**config.mk**
```make
export PLATFORM = sky130hd
export DESIGN_NAME = rv_pipe_ctrl
export DESIGN_NICKNAME = d
export VERILOG_FILES = /design/src/rtl/rv_pipe_ctrl.sv
export SDC_FILE = /design/constraint.sdc
export NUM_CORES = 1
export LEC_CHECK = 0
export CORE_ASPECT_RATIO = 1.1
export CORE_MARGIN = 4
export CORE_UTILIZATION = 51
export DETAILED_ROUTE_END_ITERATION = 12
export GPL_TIMING_DRIVEN = 0
export PLACE_DENSITY = 0.78
export SETUP_SLACK_MARGIN = 0.4
export SLEW_MARGIN = 10
export SYNTH_ARGS = -nofsm -noshare
export SYNTH_HDL_FRONTEND = slang
export SYNTH_SLANG_ARGS = --single-unit
export TNS_END_PERCENT = 20
```
**constraint.sdc**
```tcl
create_clock -name clk_i -period 2.34 [get_ports clk_i]
set_input_delay 0.468 -clock clk_i [delete_from_list [all_inputs] [get_ports clk_i]]
set_output_delay 0.468 -clock clk_i [all_outputs]
set_load 0.1 [all_outputs]
```
**src/rtl/rv_pipe_ctrl.sv**
```systemverilog
// rv_pipe_ctrl -- stall/kill sequencer for the uRV fetch/decode/execute pipe.
//
// Merges the stall sources into per-stage hold enables and sequences the
// two ways the front of the pipe gets thrown away:
//   * a taken branch/jump resolved in execute: flush fetch now, then keep
//     decode's output killed for KILL_CYCLES non-stalled cycles;
//   * a trap (exception or enabled interrupt): first drain any outstanding
//     data-memory access, then pulse trap entry together with the flush and
//     run the same kill window.
// A saturating counter of consecutive execute stalls raises a sticky
// timeout flag when it reaches all-ones.
//
// Ports
//   clk_i, rst_n_i    clock, asynchronous active-low reset
//   d_stall_req_i     decode load-hazard request (holds fetch only)
//   x_stall_req_i     execute multi-cycle op busy
//   w_dm_wait_i       data memory access not yet acknowledged
//   x_valid_i         execute holds a valid instruction
//   x_redirect_i      taken branch/jump in execute
//   x_exception_i     synchronous exception in execute
//   irq_i, irq_en_i   level interrupt request and global enable
//   f_stall_o         hold fetch PC/IR
//   d_stall_o         hold decode
//   x_stall_o         hold execute
//   f_flush_o         pulse: fetch drops in-flight word, takes new PC
//   d_kill_o          decode output invalid
//   trap_enter_o      pulse: CSR unit saves mepc/mcause and vectors
//   stall_timeout_o   sticky: stall lasted 2**TIMEOUT_W-1 cycles
//   state_o           debug view of the sequencer state (0 RUN, 1 KILL, 2 DRAIN)
//
// Event qualification: an execute event (redirect, exception, interrupt)
// is acted on only in a cycle where x_valid_i=1 and execute is not stalled;
// in any other cycle it is treated as absent, so the producer simply holds
// it until the stage advances.
module rv_pipe_ctrl #(
  parameter int unsigned KILL_CYCLES = 2,
  parameter int unsigned TIMEOUT_W   = 8
) (
  input  logic       clk_i,
  input  logic       rst_n_i,
  input  logic       d_stall_req_i,
  input  logic       x_stall_req_i,
  input  logic       w_dm_wait_i,
  input  logic       x_valid_i,
  input  logic       x_redirect_i,
  input  logic       x_exception_i,
  input  logic       irq_i,
  input  logic       irq_en_i,
  output logic       f_stall_o,
  output logic       d_stall_o,
  output logic       x_stall_o,
  output logic       f_flush_o,
  output logic       d_kill_o,
  output logic       trap_enter_o,
  output logic       stall_timeout_o,
  output logic [1:0] state_o
);

  typedef enum logic [1:0] {
    RUN   = 2'd0,
    KILL  = 2'd1,
    DRAIN = 2'd2
  } state_t;

  localparam logic [2:0] KILL_LOAD = 3'(KILL_CYCLES - 1);
  // With a one-cycle window the flush cycle itself is the whole window.
  localparam state_t KILL_NEXT = (KILL_CYCLES == 1) ? RUN : KILL;
  localparam logic [TIMEOUT_W-1:0] SCNT_MAX = {TIMEOUT_W{1'b1}};

  state_t               state_q, state_d;
  logic [2:0]           kcnt_q, kcnt_d;
  logic [TIMEOUT_W-1:0] scnt_q, scnt_d;
  logic                 timeout_q;

  logic stall_any, qual, trap_req, redir;
  logic f_flush_c, d_kill_c, trap_c;

  assign stall_any = w_dm_wait_i | x_stall_req_i;
  assign qual      = x_valid_i & ~stall_any;
  assign trap_req  = qual & (x_exception_i | (irq_i & irq_en_i));
  assign redir     = qual & x_redirect_i;

  // State register
  always_ff @(posedge clk_i or negedge rst_n_i) begin
    if (!rst_n_i) begin
      state_q   <= RUN;
      kcnt_q    <= 3'd0;
      scnt_q    <= '0;
      timeout_q <= 1'b0;
    end else begin
      state_q   <= state_d;
      kcnt_q    <= kcnt_d;
      scnt_q    <= scnt_d;
      timeout_q <= timeout_q | (scnt_d == SCNT_MAX);
    end
  end

  // Next state and kill counter
  always_comb begin
    state_d = state_q;
    kcnt_d  = kcnt_q;
    case (state_q)
      RUN: begin
        if (trap_req) begin
          state_d = DRAIN;
        end else if (redir) begin
          state_d = KILL_NEXT;
          kcnt_d  = KILL_LOAD;
        end
      end
      KILL: begin
        if (redir) begin
          state_d = KILL_NEXT;
          kcnt_d  = KILL_LOAD;
        end else if (!stall_any) begin
          // The cycle that takes the count to zero is the last kill cycle.
          if (kcnt_q <= 3'd1) begin
            state_d = RUN;
            kcnt_d  = 3'd0;
          end else begin
            kcnt_d  = kcnt_q - 3'd1;
          end
        end
      end
      DRAIN: begin
        if (!w_dm_wait_i) begin
          state_d = KILL_NEXT;
          kcnt_d  = KILL_LOAD;
        end
      end
      default: begin
        state_d = RUN;
        kcnt_d  = 3'd0;
      end
    endcase
  end

  // Sequencer outputs
  always_comb begin
    f_flush_c = 1'b0;
    d_kill_c  = 1'b0;
    trap_c    = 1'b0;
    case (state_q)
      RUN: begin
        if (!trap_req && redir) begin
          f_flush_c = 1'b1;
          d_kill_c  = 1'b1;
        end
      end
      KILL: begin
        d_kill_c  = 1'b1;
        f_flush_c = redir;
      end
      DRAIN: begin
        d_kill_c  = 1'b1;
        f_flush_c = ~w_dm_wait_i;
        trap_c    = ~w_dm_wait_i;
      end
      default: begin
        d_kill_c  = 1'b0;
      end
    endcase
  end

  always_comb begin
    scnt_d = '0;
    if (stall_any) begin
      scnt_d = (scnt_q == SCNT_MAX) ? scnt_q : scnt_q + 1'b1;
    end
  end

  // Combinational outputs are gated so nothing leaks out while in reset.
  assign x_stall_o       = rst_n_i & stall_any;
  assign d_stall_o       = rst_n_i & stall_any;
  assign f_stall_o       = rst_n_i & (stall_any | d_stall_req_i | (state_q == DRAIN));
  assign f_flush_o       = rst_n_i & f_flush_c;
  assign d_kill_o        = rst_n_i & d_kill_c;
  assign trap_enter_o    = rst_n_i & trap_c;
  assign stall_timeout_o = timeout_q;
  assign state_o         = state_q;

endmodule

```
**Word-level counts from Yosys, hierarchy flattened**

Index checks and enable logic that the tools add are counted.

- Bitwise operators: 16
- Shifts and indexed selects: 0
- Muxes and demuxes: 20
- Equal/unequal tests: 10
- Multipliers: 0
- $lt $le $gt $ge: 1
- Reduce and logical (&&, ||, !) cells: 6
- $add $sub $neg: 2
- Divide/modulo/power cells: 0

Operators by type and width:

| kind | number |
|---|---|
| 3-bit two-way mux | 6 |
| 8-bit == test (second input constant) | 2 |
| 8-bit two-way mux | 2 |
| 2-bit two-way mux | 6 |
| 1-bit AND | 9 |
| 3-bit inequality test (second input constant) | 3 |
| 3-bit case mux with 3 select lines | 1 |
| 8-bit by 1-bit adder with 8-bit output (second input constant) | 1 |
| 4-bit AND reduction | 2 |
| 2-bit inequality test (second input constant) | 3 |
| 2-bit case mux with 3 select lines | 1 |
| 1-bit bitwise OR | 5 |
| 3-bit by 1-bit less-or-equal comparator with 1-bit output (second input constant) | 1 |
| 1-bit case mux with 3 select lines | 1 |
| 3-bit by 1-bit subtractor with 3-bit output (second input constant) | 1 |
| 2-bit by 1-bit == test with 1-bit output (second input constant) | 1 |
| 2-bit == test (second input constant) | 1 |
| 2-bit logical NOT | 1 |
| 1-bit two-way mux | 2 |
| 1-bit NOT | 2 |
| 1-bit case mux with 2 select lines | 1 |
| 2-bit OR reduction | 1 |
| 1-bit logical AND | 1 |
| 1-bit logical NOT | 1 |

- Bits in latches: 0
- Word-level logic and storage cells: 59
- Input port bits: 10
- RAM bits: 0
- Bits in registers: 14
- Memories kept: 0
- Memory bits (read-only): 0
- Output and inout port bits: 9

**Depth between registers and ports, before layout**

- Depth in word-level cells: 9
- Depth in mapped cells: 6

**Worst setup path before layout**

No wires, ideal clock.

- Kind: register -> output
- Start: reg state_q[0] (netlist: state_o[0])
- End: out f_flush_o
- Cell stages (with the launch flop): 5
- Path buffers: 0
- Data arrival time: 3017 ps
- Slack: -1145 ps
- Required time: 1872 ps
- Cell sequence: dfrtp_1 -> ha_1 -> inv_1 -> a21o_1 -> a21oi_1

- Cells in the longest elaborated chain, start to end: 3
- Elaborated cells between the ends (all ways): 5
- Classes of those cells: eq/ne (2); mux (1); bitwise (1); reduce/logical (1)

RTL lines:

| item | RTL line | source |
|---|---|---|
| from (decl) | 70 | `state_t state_q, state_d;` |
| from (signal assigned) | 91 | `state_q <= state_d;` |
| 2-bit == test (tied with other cells) | 143 | `case (state_q)` |
| 1-bit case mux with 3 select lines (*) | 143 |  |
| 1-bit AND (*) | 176 | `assign f_flush_o = rst_n_i & f_flush_c;` |
| to (decl) | 52 | `output logic f_flush_o,` |

Every way passes the cells marked *; elsewhere a longest branch is shown, timed or not.

**Worst setup path in the final report**

- Start: in x_redirect_i
- End: out f_flush_o

- Cells in the longest elaborated chain, start to end: 5

RTL lines:

| item | RTL line | source |
|---|---|---|
| from (decl) | 45 | `input logic x_redirect_i,` |
| 1-bit AND (*) | 81 | `assign redir = qual & x_redirect_i;` |
| 1-bit logical AND | 145 | `if (!trap_req && redir) begin` |
| 1-bit two-way mux | 145 |  |
| 1-bit case mux with 3 select lines (*) | 143 |  |
| 1-bit AND (*) | 176 |  |

Marked as above.

==> results.yml <==
outcome:
  run_status: "finished, final reports clean"
routing:
  firstDrtPassIters: 4
  wl_met3_um: 119
  avgRoutedWirePerCell_um: 15.1
  routed-wl-met2_um: 1330
  drt_iter0_drc: 31
  top_layer: "met4"
  viasPerCell: 5.76
  vias: 980
  drt_wl_total_um: 2570
  drc_errors: 0
  route.layer.met1.wl_um: 1070
  ant_nets: 0
sta:
  whs_ps: 42.3
  final.setup_skew_ps: 1.85
  finalSetupTns_ps: 0
  tightest_slew_ps: 957
  drv_slew: 0
  max_slew_margin_pct: 36.5
  period_share_pct: 91.4
  rsz0062_at_grt: "true"
  setup_viol: 0
  fmax_mhz: 468
  hold_viol: 0
  fin_crit_ps: 2140
  layout_setup_ws_ps: 201
yosys:
  syn-num-nets: 134
  synthCells: 116
  ys.flop_type: "dfrtp_1"
  yosysUniqueCellTypes: 40
  synth-edff-count: 0
  syn-cell-area_mm2: 0.00105
  avgSynthCellArea_um2: 9.03
  yosysSeqAreaShare_pct: 33.5
  synth_seq_cells: 14
  async_reset_ff_share_pct: 100
  ys_warn_count: 0
placed_design:
  dp_hpwl_um: 1810
  pre_cts_ws_ps: -1240
  gp_congestion: 0.809
  dp.cells: 161
  numPortBuffers: 18
  dpl-instance-area_mm2: 0.00134
min_path:
  worstHoldPathType: "primary input to async pin"
clock_network:
  clock-sinks: 14
  root_buffer: "clkbuf_4"
  cts.htree.levels: 1
  clkLatencyLatePin_ps: 290
  clk_pin_slew_ps: 80
  clockBufferDepth: 2
  cts_tree: "done"
  cts_buffers: 3
floorplanning:
  dieArea_mm2: 0.00284
  initial_utilization_pct: 56.2
  core_area_mm2: 0.00186
  die_h_um: 55.5
  ios: 19
  rows: 16
  die_w_um: 51.2
critical_path:
  path_class: "primary input to output port"
  crit_chain: "clkdlybuf4s50_1 -> nand4bb_1 -> a21o_1 -> a21oi_4 -> buf_12"
  slowest_stage: "clkdlybuf4s50_1"
  cp_max_fo: 3
  rr_worst_depth: 4
  cp-start-kind: "primary input"
  timing.critical_path.required_ps: 1870
  cp.arrival_ps: 1670
  cpPeakStageDelay_ps: 470
  end_kind: "output port"
power_and_ir_drop:
  ir_drop_mv: 0.714
  leakage_nw: 0.613
  finalPower_mw: 1.25
  powerDensity_mw_per_mm2: 870
finish:
  final_core_util_pct: 77.3
  nNetsFinal: 162
  syn_to_final_growth_pct: 37.4
  diodes: 0
  finalInstanceArea_mm2: 0.00144
  drive_gt1_share_pct: 27.3
  fin_cells: 170
global_routing:
  gr-usage-all-layers_pct: 20.2
  gr-total-overflow: 0
  grt_pass1_wl_um: 4390
  first_global_vias: 967
  grt_max_degree: 17
  antenna_found_initial: 0
flow_run:
  max_cap_violations: 0
[Yosys cell counts, types with 2 or more instances]
library cell / instances / share of area (%)
nor3_1: 4 / 1.9
mux2_1: 2 / 2.2
nand2b_1: 2 / 1.2
dfrtp_1: 14 / 33
a21oi_1: 7 / 3.3
o211ai_1: 4 / 2.9
nand4_1: 2 / 1.2
nor2b_1: 3 / 1.8
nor2_1: 12 / 4.3
clkbuf_1: 2 / 0.72
a32o_1: 2 / 1.9
inv_1: 9 / 3.2
ha_1: 8 / 9.6
nand2_1: 7 / 2.5
a21o_1: 3 / 2.2
nand4b_1: 2 / 1.7
xnor2_1: 3 / 2.5
a31oi_1: 4 / 2.4
nand3_1: 4 / 1.9
and2_1: 2 / 1.2
[kinds of logic (layout without fill, tap and decap cells)]
| family | count (synthesis) | in the layout | synth area share [%] |
|---|---|---|---|
| AND/OR/NAND/NOR | 45 | 45 | 24.3 |
| multiplexers | 4 | 4 | 4.18 |
| adder cells (fa/ha/maj) | 8 | 8 | 9.56 |
| AO/OA/AOI/OAI | 30 | 30 | 21.4 |
| buffers and inverters | 12 | 39 | 4.66 |
| XOR/XNOR | 3 | 3 | 2.51 |
| flip-flops | 14 | 14 | 33.5 |
[where the power goes]
group / switching [mW] / internal (mW) / leakage, nW
combinational: 0.423 / 0.279 / 0.410
sequential: 0.0767 / 0.297 / 0.182
clock: 0.0809 / 0.0950 / 0.0210
[registers in the layout, indices dropped and copies added, names as in the netlist]
signal,cells
scnt_q,8
kcnt_q,3
state_o,2
stall_timeout_o,1
[timing repair]
action                                  4_1_cts  5_1_grt
buffers inserted                              4        1
endpoints found under the setup margin        9       13
pin swaps                                     5        0
hold buffers                                  0        0
gates resized for setup                      70        3
gates cloned                                  0        0
[layout by cell type (no fill, tap or decap), types with 2 or more instances in the layout]
cell type / count
dfrtp_1: 12
nor2_1: 9
buf_4: 8
inv_1: 7
nand2_1: 7
dlygate4sd2_1: 6
ha_1: 5
a31oi_1: 4
nand3_1: 4
nor3_1: 4
a21oi_1: 4
o211ai_1: 4
clkbuf_4: 4
xnor2_1: 3
nor2b_1: 3
a21oi_4: 3
a21o_1: 3
clkbuf_1: 2
nand4b_1: 2
nand4_1: 2
inv_4: 2
nor2_4: 2
a32o_1: 2
and2_1: 2
mux2_1: 2
ha_4: 2
clkdlybuf4s50_1: 2
buf_2: 2
buf_12: 2
buf_6: 2
dfrtp_4: 2
[final timing paths]
kind,to,slack (ps),startpoint
max reg2reg,kcnt_q[0]$_DFFE_PN0P_,490,state_o[1]$_DFFE_PN0P_
min in group clk_i,stall_timeout_o$_DFF_PN0_,470,stall_timeout_o$_DFF_PN0_
max,f_flush_o,200,x_redirect_i
max in group asynchronous,state_o[0]$_DFFE_PN0P_,2100,rst_n_i
min,state_o[1]$_DFFE_PN0P_,40,rst_n_i
min reg2reg,stall_timeout_o$_DFF_PN0_,470,stall_timeout_o$_DFF_PN0_
[routing by layer]
metal / track usage, % / vias to the layer above
li1: - / 478
met1: 23.4 / 456
met2: 34.4 / 39
met3: 4.30 / 7
met4: 9.62 / 0
met5: 0 / -
[final cells by class]
type,count,area (µm²)
Fill cell,138,423
Multi-Input combinational cell,90,741
Tap cell,27,33.8
Timing Repair Buffer,23,216
Inverter,9,38.8
Clock buffer,4,36.3
Buffer,3,15.0
Sequential cell,14,358
[worst max-delay path: cells and delay by family]
kind | cells | cell delay, ps
compound gates | 2 | 370
buf+inv | 2 | 660
simple gates | 1 | 170
(Power assumes the default switching activity.)
